===== config.mk =====
export PLATFORM = sky130hd
export DESIGN_NAME = hbus_wb_bridge_flat
export DESIGN_NICKNAME = d
export VERILOG_FILES = /design/src/rtl/hbus_wb_bridge_if.sv /design/src/rtl/hbus_wb_bridge.sv /design/src/flat_wrapper.sv
export SDC_FILE = /design/constraint.sdc
export NUM_CORES = 1
export LEC_CHECK = 0
export ABC_AREA = 1
export CAP_MARGIN = 10
export CORE_UTILIZATION = 44
export DETAILED_ROUTE_END_ITERATION = 12
export PLACE_DENSITY = 0.86
export SETUP_SLACK_MARGIN = 0.15
export SLEW_MARGIN = 20
export SYNTH_ARGS = -nofsm -noshare
export SYNTH_HDL_FRONTEND = slang
export SYNTH_SLANG_ARGS = --single-unit

===== constraint.sdc =====
create_clock -name clk -period 2.57 [get_ports clk]
set_clock_uncertainty 0.05 [all_clocks]
set_input_delay 0.771 -clock clk [delete_from_list [all_inputs] [get_ports clk]]
set_output_delay 0.771 -clock clk [all_outputs]
set_load 0.1 [all_outputs]

===== src/rtl/hbus_wb_bridge_if.sv =====
// hbus_wb_bridge_if: Wishbone slave bus plus hyperbus controller request port
interface hbus_wb_bridge_if #(
  parameter int ADDR_WIDTH = 24
);
  logic [ADDR_WIDTH-1:0] wb_adr_i;
  logic [31:0] wb_dat_i;
  logic [31:0] wb_dat_o;
  logic [3:0] wb_sel_i;
  logic wb_we_i;
  logic wb_cyc_i;
  logic wb_stb_i;
  logic wb_ack_o;
  logic wb_err_o;
  logic [31:0] hb_addr;
  logic [15:0] hb_dout;
  logic [15:0] hb_din;
  logic hb_wrq;
  logic hb_rrq;
  logic hb_busy;
  modport slave (
    input wb_adr_i, wb_dat_i, wb_sel_i, wb_we_i, wb_cyc_i, wb_stb_i, hb_din, hb_busy,
    output wb_dat_o, wb_ack_o, wb_err_o, hb_addr, hb_dout, hb_wrq, hb_rrq
  );
  modport master (
    output wb_adr_i, wb_dat_i, wb_sel_i, wb_we_i, wb_cyc_i, wb_stb_i, hb_din, hb_busy,
    input wb_dat_o, wb_ack_o, wb_err_o, hb_addr, hb_dout, hb_wrq, hb_rrq
  );
endinterface


===== src/rtl/hbus_wb_bridge.sv =====
// hbus_wb_bridge: splits 32-bit Wishbone accesses into 16-bit hyperbus controller requests
module hbus_wb_bridge #(
  parameter int ADDR_WIDTH = 24,
  parameter int TIMEOUT = 1023
) (
  input logic clk,
  input logic rst,
  hbus_wb_bridge_if.slave bus
);
  typedef enum logic [2:0] {IDLE, REQ_LO, WAIT_LO, REQ_HI, WAIT_HI, DONE, ERR} state_t;
  localparam int WW = TIMEOUT > 0 ? $clog2(TIMEOUT + 1) : 1;
  state_t state, nxt;
  logic [WW-1:0] wd;
  logic [30:0] base;
  logic [31:0] dat, rdata;
  logic [3:0] sel;
  logic we, err_q, start, bad, hi, req, tmo, lo_only, unused;
  assign unused = ^bus.wb_adr_i[1:0];
  always_comb begin
    start = bus.wb_cyc_i & bus.wb_stb_i & ~bus.hb_busy;
    bad = bus.wb_we_i & ~(bus.wb_sel_i inside {4'hf, 4'h3, 4'hc});
    req = state == REQ_LO || state == REQ_HI;
    hi = state == REQ_HI || state == WAIT_HI;
    tmo = TIMEOUT != 0 && wd == WW'(TIMEOUT - 1);
    lo_only = we && sel == 4'h3;
    nxt = state;
    case (state)
      IDLE:    nxt = !start ? IDLE : bad ? ERR : (bus.wb_we_i && bus.wb_sel_i == 4'hc) ? REQ_HI : REQ_LO;
      REQ_LO:  nxt = bus.hb_busy ? WAIT_LO : tmo ? ERR : REQ_LO;
      WAIT_LO: nxt = !bus.hb_busy ? (lo_only ? DONE : REQ_HI) : tmo ? ERR : WAIT_LO;
      REQ_HI:  nxt = bus.hb_busy ? WAIT_HI : tmo ? ERR : REQ_HI;
      WAIT_HI: nxt = !bus.hb_busy ? DONE : tmo ? ERR : WAIT_HI;
      DONE:    nxt = IDLE;
      ERR:     nxt = bus.hb_busy ? ERR : IDLE;
      default: nxt = IDLE;
    endcase
  end
  always_ff @(posedge clk) begin
    if (rst) begin
      state <= IDLE;
      wd <= '0;
      base <= '0;
      dat <= '0;
      rdata <= '0;
      sel <= '0;
      we <= 1'b0;
      err_q <= 1'b0;
    end else begin
      state <= nxt;
      err_q <= state == ERR;
      wd <= (state == IDLE || (nxt == REQ_HI && state != REQ_HI)) ? '0 : wd + 1'b1;
      if (state == IDLE && start) begin
        base <= 31'(bus.wb_adr_i[ADDR_WIDTH-1:2]);
        dat <= bus.wb_dat_i;
        sel <= bus.wb_sel_i;
        we <= bus.wb_we_i;
      end
      if (state == WAIT_LO && !bus.hb_busy && !we) rdata[15:0] <= bus.hb_din;
      if (state == WAIT_HI && !bus.hb_busy && !we) rdata[31:16] <= bus.hb_din;
    end
  end
  // err_q limits the error strobe to the first ERR cycle while draining a stuck controller
  assign bus.hb_wrq = req & we;
  assign bus.hb_rrq = req & ~we;
  assign bus.hb_addr = {base, hi};
  assign bus.hb_dout = hi ? dat[31:16] : dat[15:0];
  assign bus.wb_ack_o = state == DONE && bus.wb_cyc_i;
  assign bus.wb_err_o = state == ERR && !err_q && bus.wb_cyc_i;
  assign bus.wb_dat_o = rdata;
endmodule


===== src/flat_wrapper.sv =====
// flat-port wrapper written by rule: the top's interface ports become plain ports
module hbus_wb_bridge_flat 
#(
  parameter int ADDR_WIDTH = 24,
  parameter int TIMEOUT = 1023
)
  (clk, rst, bus_wb_adr_i, bus_wb_dat_i, bus_wb_sel_i, bus_wb_we_i, bus_wb_cyc_i, bus_wb_stb_i, bus_hb_din, bus_hb_busy, bus_wb_dat_o, bus_wb_ack_o, bus_wb_err_o, bus_hb_addr, bus_hb_dout, bus_hb_wrq, bus_hb_rrq);
  hbus_wb_bridge_if #(.ADDR_WIDTH(ADDR_WIDTH)) bus_i ();
  input logic clk;
  input logic rst;
  input wire logic [$bits(bus_i.wb_adr_i)-1:0] bus_wb_adr_i;
  input wire logic [$bits(bus_i.wb_dat_i)-1:0] bus_wb_dat_i;
  input wire logic [$bits(bus_i.wb_sel_i)-1:0] bus_wb_sel_i;
  input wire logic [$bits(bus_i.wb_we_i)-1:0] bus_wb_we_i;
  input wire logic [$bits(bus_i.wb_cyc_i)-1:0] bus_wb_cyc_i;
  input wire logic [$bits(bus_i.wb_stb_i)-1:0] bus_wb_stb_i;
  input wire logic [$bits(bus_i.hb_din)-1:0] bus_hb_din;
  input wire logic [$bits(bus_i.hb_busy)-1:0] bus_hb_busy;
  output wire logic [$bits(bus_i.wb_dat_o)-1:0] bus_wb_dat_o;
  output wire logic [$bits(bus_i.wb_ack_o)-1:0] bus_wb_ack_o;
  output wire logic [$bits(bus_i.wb_err_o)-1:0] bus_wb_err_o;
  output wire logic [$bits(bus_i.hb_addr)-1:0] bus_hb_addr;
  output wire logic [$bits(bus_i.hb_dout)-1:0] bus_hb_dout;
  output wire logic [$bits(bus_i.hb_wrq)-1:0] bus_hb_wrq;
  output wire logic [$bits(bus_i.hb_rrq)-1:0] bus_hb_rrq;
  assign bus_i.wb_adr_i = bus_wb_adr_i;
  assign bus_i.wb_dat_i = bus_wb_dat_i;
  assign bus_i.wb_sel_i = bus_wb_sel_i;
  assign bus_i.wb_we_i = bus_wb_we_i;
  assign bus_i.wb_cyc_i = bus_wb_cyc_i;
  assign bus_i.wb_stb_i = bus_wb_stb_i;
  assign bus_i.hb_din = bus_hb_din;
  assign bus_i.hb_busy = bus_hb_busy;
  assign bus_wb_dat_o = bus_i.wb_dat_o;
  assign bus_wb_ack_o = bus_i.wb_ack_o;
  assign bus_wb_err_o = bus_i.wb_err_o;
  assign bus_hb_addr = bus_i.hb_addr;
  assign bus_hb_dout = bus_i.hb_dout;
  assign bus_hb_wrq = bus_i.hb_wrq;
  assign bus_hb_rrq = bus_i.hb_rrq;
  hbus_wb_bridge #(.ADDR_WIDTH(ADDR_WIDTH), .TIMEOUT(TIMEOUT)) u_core (.clk(clk), .rst(rst), .bus(bus_i));
endmodule

==> results of run 1 <==
-- how the worst min path moves through the flow --
stage                     cells past startpoint                      end               startpoint  slack (ps)
after floorplan                               2           u_core.dat[31]           u_core.dat[31]         390
after global placement                        2           u_core.dat[31]           u_core.dat[31]         400
after detailed placement                      2            u_core.dat[7]            u_core.dat[7]         400
after CTS                                     2  u_core.bus.wb_dat_o[10]  u_core.bus.wb_dat_o[10]         420
after global routing                          2            u_core.dat[1]            u_core.dat[1]         440
final                                         2           u_core.dat[12]           u_core.dat[12]         420
-- per-layer routing --
| metal | track usage [%] | share of wire (%) | up-vias |
|---|---|---|---|
| met1 | 27.0 | 44 | 1972 |
| met5 | 0 | 0 | - |
| met2 | 39.0 | 49 | 149 |
| met3 | 4.69 | 5.7 | 20 |
| met4 | 9.03 | 1.7 | 0 |
| li1 | - | - | 2148 |
-- registers in the layout (all words and copies together) (netlist names) --
register	cells
u_core.dat	32
u_core.bus.wb_dat_o	32
u_core.state	3
u_core.we	1
u_core.err_q	1
u_core.wd	10
u_core.base	22
u_core.sel	4
-- synth_stat cells, drive strengths merged --
cell type	number	area, um2
dfxtp	105	2100
a21oi	90	450
inv	19	71.3
nand3	29	150
ha	2	25.0
xor2	5	43.8
nor3	3	20.0
nand2	179	687
a31oi	1	6.26
nor2	35	159
nor4	1	6.26
and2	1	8.76
buf	31	219
xnor2	3	26.3
a211oi	2	15.0
clkbuf	14	52.6
nand3b	3	22.5
conb	1	3.75
mux2	16	180
o21ai	1	5.00
nand4	20	125
-- worst max-delay path: cells and delay by family, from the launching register on --
family,cells,cell delay [ps]
buf+inv,5,610
flops,1,350
mux,1,320
simple gates,2,210
-- what timing repair did --
| action | 4_1_cts | 5_1_grt |
|---|---|---|
| cloned | 2 | 0 |
| setup buffers | 11 | 7 |
| gates resized for setup | 28 | 3 |
| setup endpoints to repair | 19 | 17 |
| pin swaps | 5 | 6 |
-- metrics by stage --
stage,util [%],hold slack [ps]
global placement,62.9,397
global route,68.0,443
CTS,67.3,419
finish,68.0,418
floorplan,-,386
detailed placement,62.9,403
-- area by class of cell --
type,count,area (um2),area share [%]
Multi-Input combinational cell,400,2080,31.5
Inverter,19,76.3,1.15
Clock buffer,10,138,2.08
Clock inverter,6,75.1,1.13
Tap cell,133,166,2.52
Timing Repair Buffer,189,1970,29.7
Sequential cell,105,2110,31.9
-- cells by family (layout without fill, tap and decap cells) --
logic type,count (synthesis),after routing
buffers and inverters,64,224
other,1,9
xor gates and xnor gates,8,8
AOI/OAI and AO/OA,94,94
and+or+nand+nor,271,271
muxes,16,16
DFF,105,105
adders and majority gates,2,2
-- power by group through the flow --
stage          combinational (W)  clock, W  sequential (W)
2_1_floorplan           0.000360         0         0.00190
3_3_place_gp            0.000763         0         0.00174
3_5_place_dp            0.000773         0         0.00174
4_1_cts                 0.000817   0.00110         0.00171
5_1_grt                 0.000872   0.00117         0.00171
6_report                0.000830   0.00107         0.00171
==> impl_results.md, run 1 <==
* Reg2Reg Setup Slack at 610 ps
* Clk root buf: clkbuf_8
* CP required at 1750 ps
* Final hold vios at 0
* Cell Pwr Density at 545 nW/um2
* # rows at 36
* Xor/xnor cell area share of the yosys netlist at 1.60%
* Vias in the first global route at 4166
* Status: finished, violations left
* Vias at 4289
* Fill count at 729
* CTS buffer count at 9
* Post-route cell area at 6620 um2
* Initial Util at 45.0%
* CP Capture Type: output pin
* Total grt overflow at 0
* Nets at 808
* Worst setup endpoint: bus_hb_dout[2]
* Area post-placement at 6120 um2
* # H-tree levels at 3
* Reg-to-reg endpoint: u_core.dat[26]
* Main combinational cell family by area after synthesis: simple AND/OR/NAND/NOR gates
* Mux cell area share after synthesis at 4.11%
* Sequential power share at 47.3%
* Synth Area in Simple Gates at 26.9%
* # setup viols final at 17
* Critical Path Fanout Max at 5
* WS Path Type: reg2out
* Post-Synth Adder-Cell Area at 0.571%
* Pint at 0.00246 W
* F_max at 0.375 GHz
* Clock-pin slew on the worst setup and hold paths at 100 ps
* Core area at 9730 um2
* Hold crit path type: reg2reg
* Drt pass-1 iters at 5
* Clock share of power at 29.7%
* Hold-fix buffers at CTS at 0
* Mapped Avg Cell Area at 7.81 um2
* RSZ-0062 raised after global routing: yes
* Critical Path, Cell by Cell: buf_6 -> nor2_4 -> inv_2 -> nand2_4 -> buf_4 -> buf_12 -> mux2_4 -> buf_12
* Critical path origin: u_core.state[2]
* P&R area growth vs syn at 51.1%
* VDD IR max at 0.349 mV
* Failing checks: negative setup slack
* Placed cells at 826
* Die Span Y at 102 um
* Die Area at 10400 um2
* IO buf count at 154
* Fin cells at 862
* Sw power at 0.00114 W
* GR Util All Layers at 22.4%
* Ant diodes at 0
* Crit-path slowest cell: dfxtp_2
* GP Congestion at 0.889
* Period utilization at 104%
* Syn Inst Count at 561
* Final Power at 0.00361 W
* Max-cap violations at 0
* Post-synthesis cell type count at 31
* Worst setup slack after placement at -23.1 ps
* Die Wd at 102 um
* First-pass GRT wire length at 18500 um
* Antenna-violating nets left at 0
* Startpoint types: register
* Fin Setup TNS at -1320 ps
* Worst reg-to-reg path cell count at 9
* CP most frequent cell: buf_12
* Layout cells sized above 1 at 24.7%
* Logic pwr share at 23.0%
* Clk sinks at 105
* Starting DRT DRC Count at 194
* #FFs+latches synth at 105
* Post-route DRC at 0
* Critical Path AT at 1840 ps
* P_leak at 2.56 nW
* Max-slew violations at 0
* Time the worst path needs with I/O delays and setup at 2660 ps
* Clk_lat worst skew at 360 ps
* Dpl hpwl at 7820 um
* Fin worst setup slack at -94.9 ps
* Most common cell after layout, fill and taps aside: nand2_1
* Post-Syn Area at 4380 um2
* WL/cell at 13.7 um
* Commonest cells after routing, fill and taps aside: 174 x nand2_1, 102 x dfxtp_1, 90 x a21oi_1, 80 x buf_4, 77 x clkdlybuf4s50_1
* Delay of the slowest critical-path stage at 350 ps
* Detailed Route WL at 11800 um
* Pin count of the biggest net entering global routing at 58
* Sw Share at 31.7%
* I/O pins at 166
* YS warnings at 0
* RR Startpoint: u_core.state[0]
* Post-synthesis sequential area ratio at 48.0%
* Post-synthesis compound-gate area fraction at 10.9%
* TritonCTS clock tree: built
* Drt via density at 4.98
* Clock buffer depth at 2
* Initial antenna violation count at 0
No activity file was read; power rests on OpenSTA's default activity.
==> run 2, diff against run 1 <==
--- a/config.mk
+++ b/config.mk
@@ -7,7 +7,9 @@
 export LEC_CHECK = 0
 export ABC_AREA = 1
 export CAP_MARGIN = 10
-export CORE_UTILIZATION = 44
+export CELL_PAD_IN_SITES_DETAIL_PLACEMENT = 0
+export CELL_PAD_IN_SITES_GLOBAL_PLACEMENT = 2
+export CORE_UTILIZATION = 24
 export DETAILED_ROUTE_END_ITERATION = 12
 export PLACE_DENSITY = 0.86
 export SETUP_SLACK_MARGIN = 0.15
==> impl_results.md, run 2 (synthesis results as in run 1) <==
* Crit path buffers/inverters at 5
* RR Startpoint: u_core.we
* IO buf count at 154
* GR Util All Layers at 13.4%
* Drt pass-1 iters at 4
* Stages on worst setup path at 9
* Placed cells at 927
* CP required at 1750 ps
* Critical Path, Cell by Cell: inv_2 -> nand2_4 -> nor2_4 -> inv_2 -> nand2_4 -> buf_6 -> buf_16 -> mux2_4 -> buf_12
* # H-tree levels at 3
* Core area at 17900 um2
* Die Span Y at 137 um
* Time the worst path needs with I/O delays and setup at 2640 ps
* Layout cells sized above 1 at 24.6%
* Vias in the first global route at 3996
* Ant diodes at 0
* Clock buffer depth at 2
* Hold-fix buffers at CTS at 0
* Period utilization at 103%
* Starting DRT DRC Count at 161
* Worst hold slack at 411 ps
* Nets at 807
* Sequential power share at 41.4%
* Antenna-violating nets left at 0
* VDD IR max at 0.327 mV
* Most common cell after layout, fill and taps aside: nand2_1
* WL/cell at 13.1 um
* P&R area growth vs syn at 57.0%
* Sw Share at 28.8%
* Critical Path Fanout Max at 8
* Die Wd at 137 um
* Initial antenna violation count at 0
* F_max at 0.378 GHz
* Clock-pin slew on the worst setup and hold paths at 70 ps
* Commonest cells after routing, fill and taps aside: 175 x nand2_1, 102 x dfxtp_1, 90 x a21oi_1, 79 x buf_4, 77 x clkdlybuf4s50_1
* Cell Pwr Density at 599 nW/um2
* Worst reg-to-reg path cell count at 11
* Delay of the slowest critical-path stage at 340 ps
* Critical Path AT at 1820 ps
* Reg2Reg Setup Slack at 790 ps
* Clk root buf: clkbuf_16
* GP Congestion at 0.790
* Crit-path slowest cell: dfxtp_2
* Final hold vios at 0
* Post-route DRC at 0
* Clk sinks at 105
* Fill count at 1812
* WS Path Type: reg2out
* Drt via density at 4.43
* Max-cap violations at 0
* Fin Setup TNS at -975 ps
* Max-slew violations at 0
* First-pass GRT wire length at 19500 um
* Fin cells at 957
* Crit-path leading delay family: buffers and inverters
* Final Power at 0.00412 W
* TritonCTS clock tree: built
* Vias at 4236
* Startpoint types: register
* Hold crit path type: reg2reg
* Failing checks: negative setup slack
* Detailed Route WL at 12500 um
* Status: finished, violations left
* P_leak at 2.61 nW
* RSZ-0062 raised after global routing: yes
* Die Area at 18800 um2
* Worst setup endpoint: bus_hb_dout[10]
* Clock share of power at 38.4%
* Clk_lat worst skew at 350 ps
* Initial Util at 24.5%
* # setup viols final at 17
* Layout Utilization at 38.4%
* # rows at 49
* Pin count of the biggest net entering global routing at 43
* Logic pwr share at 20.2%
* CTS buffer count at 9
* Total grt overflow at 0
* Reg-to-reg endpoint: u_core.wd[5]
* Dpl hpwl at 8840 um
* Critical path origin: u_core.state[0]
* Pint at 0.00293 W
* Fin worst setup slack at -73.0 ps
* Sw power at 0.00119 W
* I/O pins at 166
* CP Capture Type: output pin
## run 2: tightest hold or removal path, stage by stage, from the launching register on
cell and delay (ps):
dfxtp_1 310, nand2_1 60, a21oi_1 50
## run 2: layer usage
metal	GRT usage (%)	wire length (um)	vias to the layer above
li1	-	-	2142
met1	16.0	5490	1957
met2	22.3	5990	122
met3	4.30	855	15
met4	4.52	178	0
met5	0	0	-
## run 2: layout make-up
| cell class | count | area [um2] | share of cell area (%) |
|---|---|---|---|
| tap | 229 | 287 | 4.17 |
| multi-input combinational | 400 | 2080 | 30.2 |
| timing repair buffer | 188 | 1980 | 28.9 |
| sequential | 105 | 2110 | 30.7 |
| inverter | 19 | 73.8 | 1.07 |
| clock buffer | 10 | 229 | 3.33 |
| clock inverter | 6 | 114 | 1.66 |
## run 2: worst min path at each step
| stage | from | endpoint | slack, ps | depth (start not counted) |
|---|---|---|---|---|
| floorplan | u_core.dat[31] | u_core.dat[31] | 390 | 2 |
| global placement | u_core.base[21] | u_core.base[21] | 400 | 2 |
| detailed placement | u_core.dat[4] | u_core.dat[4] | 400 | 2 |
| CTS | u_core.dat[25] | u_core.dat[25] | 410 | 2 |
| global route | u_core.dat[23] | u_core.dat[23] | 430 | 2 |
| finish | u_core.dat[25] | u_core.dat[25] | 410 | 2 |
## run 2: through the flow
step	worst slack [ps]	cell area (um2)
2_1_floorplan	-76.9	4470
3_3_place_gp	-38.7	6300
3_5_place_dp	-65.3	6300
4_1_cts	-111	6870
5_1_grt	-132	6870
6_report	-73.0	6870
## run 2: power groups by stage
stage / sequential, W / clock [W] / combinational (W)
after floorplan: 0.00190 / 0 / 0.000360
after global routing: 0.00171 / 0.00169 / 0.000878
after global placement: 0.00174 / 0 / 0.000790
after detailed placement: 0.00174 / 0 / 0.000794
final: 0.00171 / 0.00158 / 0.000833
after CTS: 0.00171 / 0.00165 / 0.000837
## run 2: repair_timing
action | 4_1_cts | 5_1_grt
gates cloned | 2 | 0
buffers inserted | 12 | 0
resized for setup | 27 | 3
setup endpoints to repair | 19 | 18
pin swaps | 4 | 3
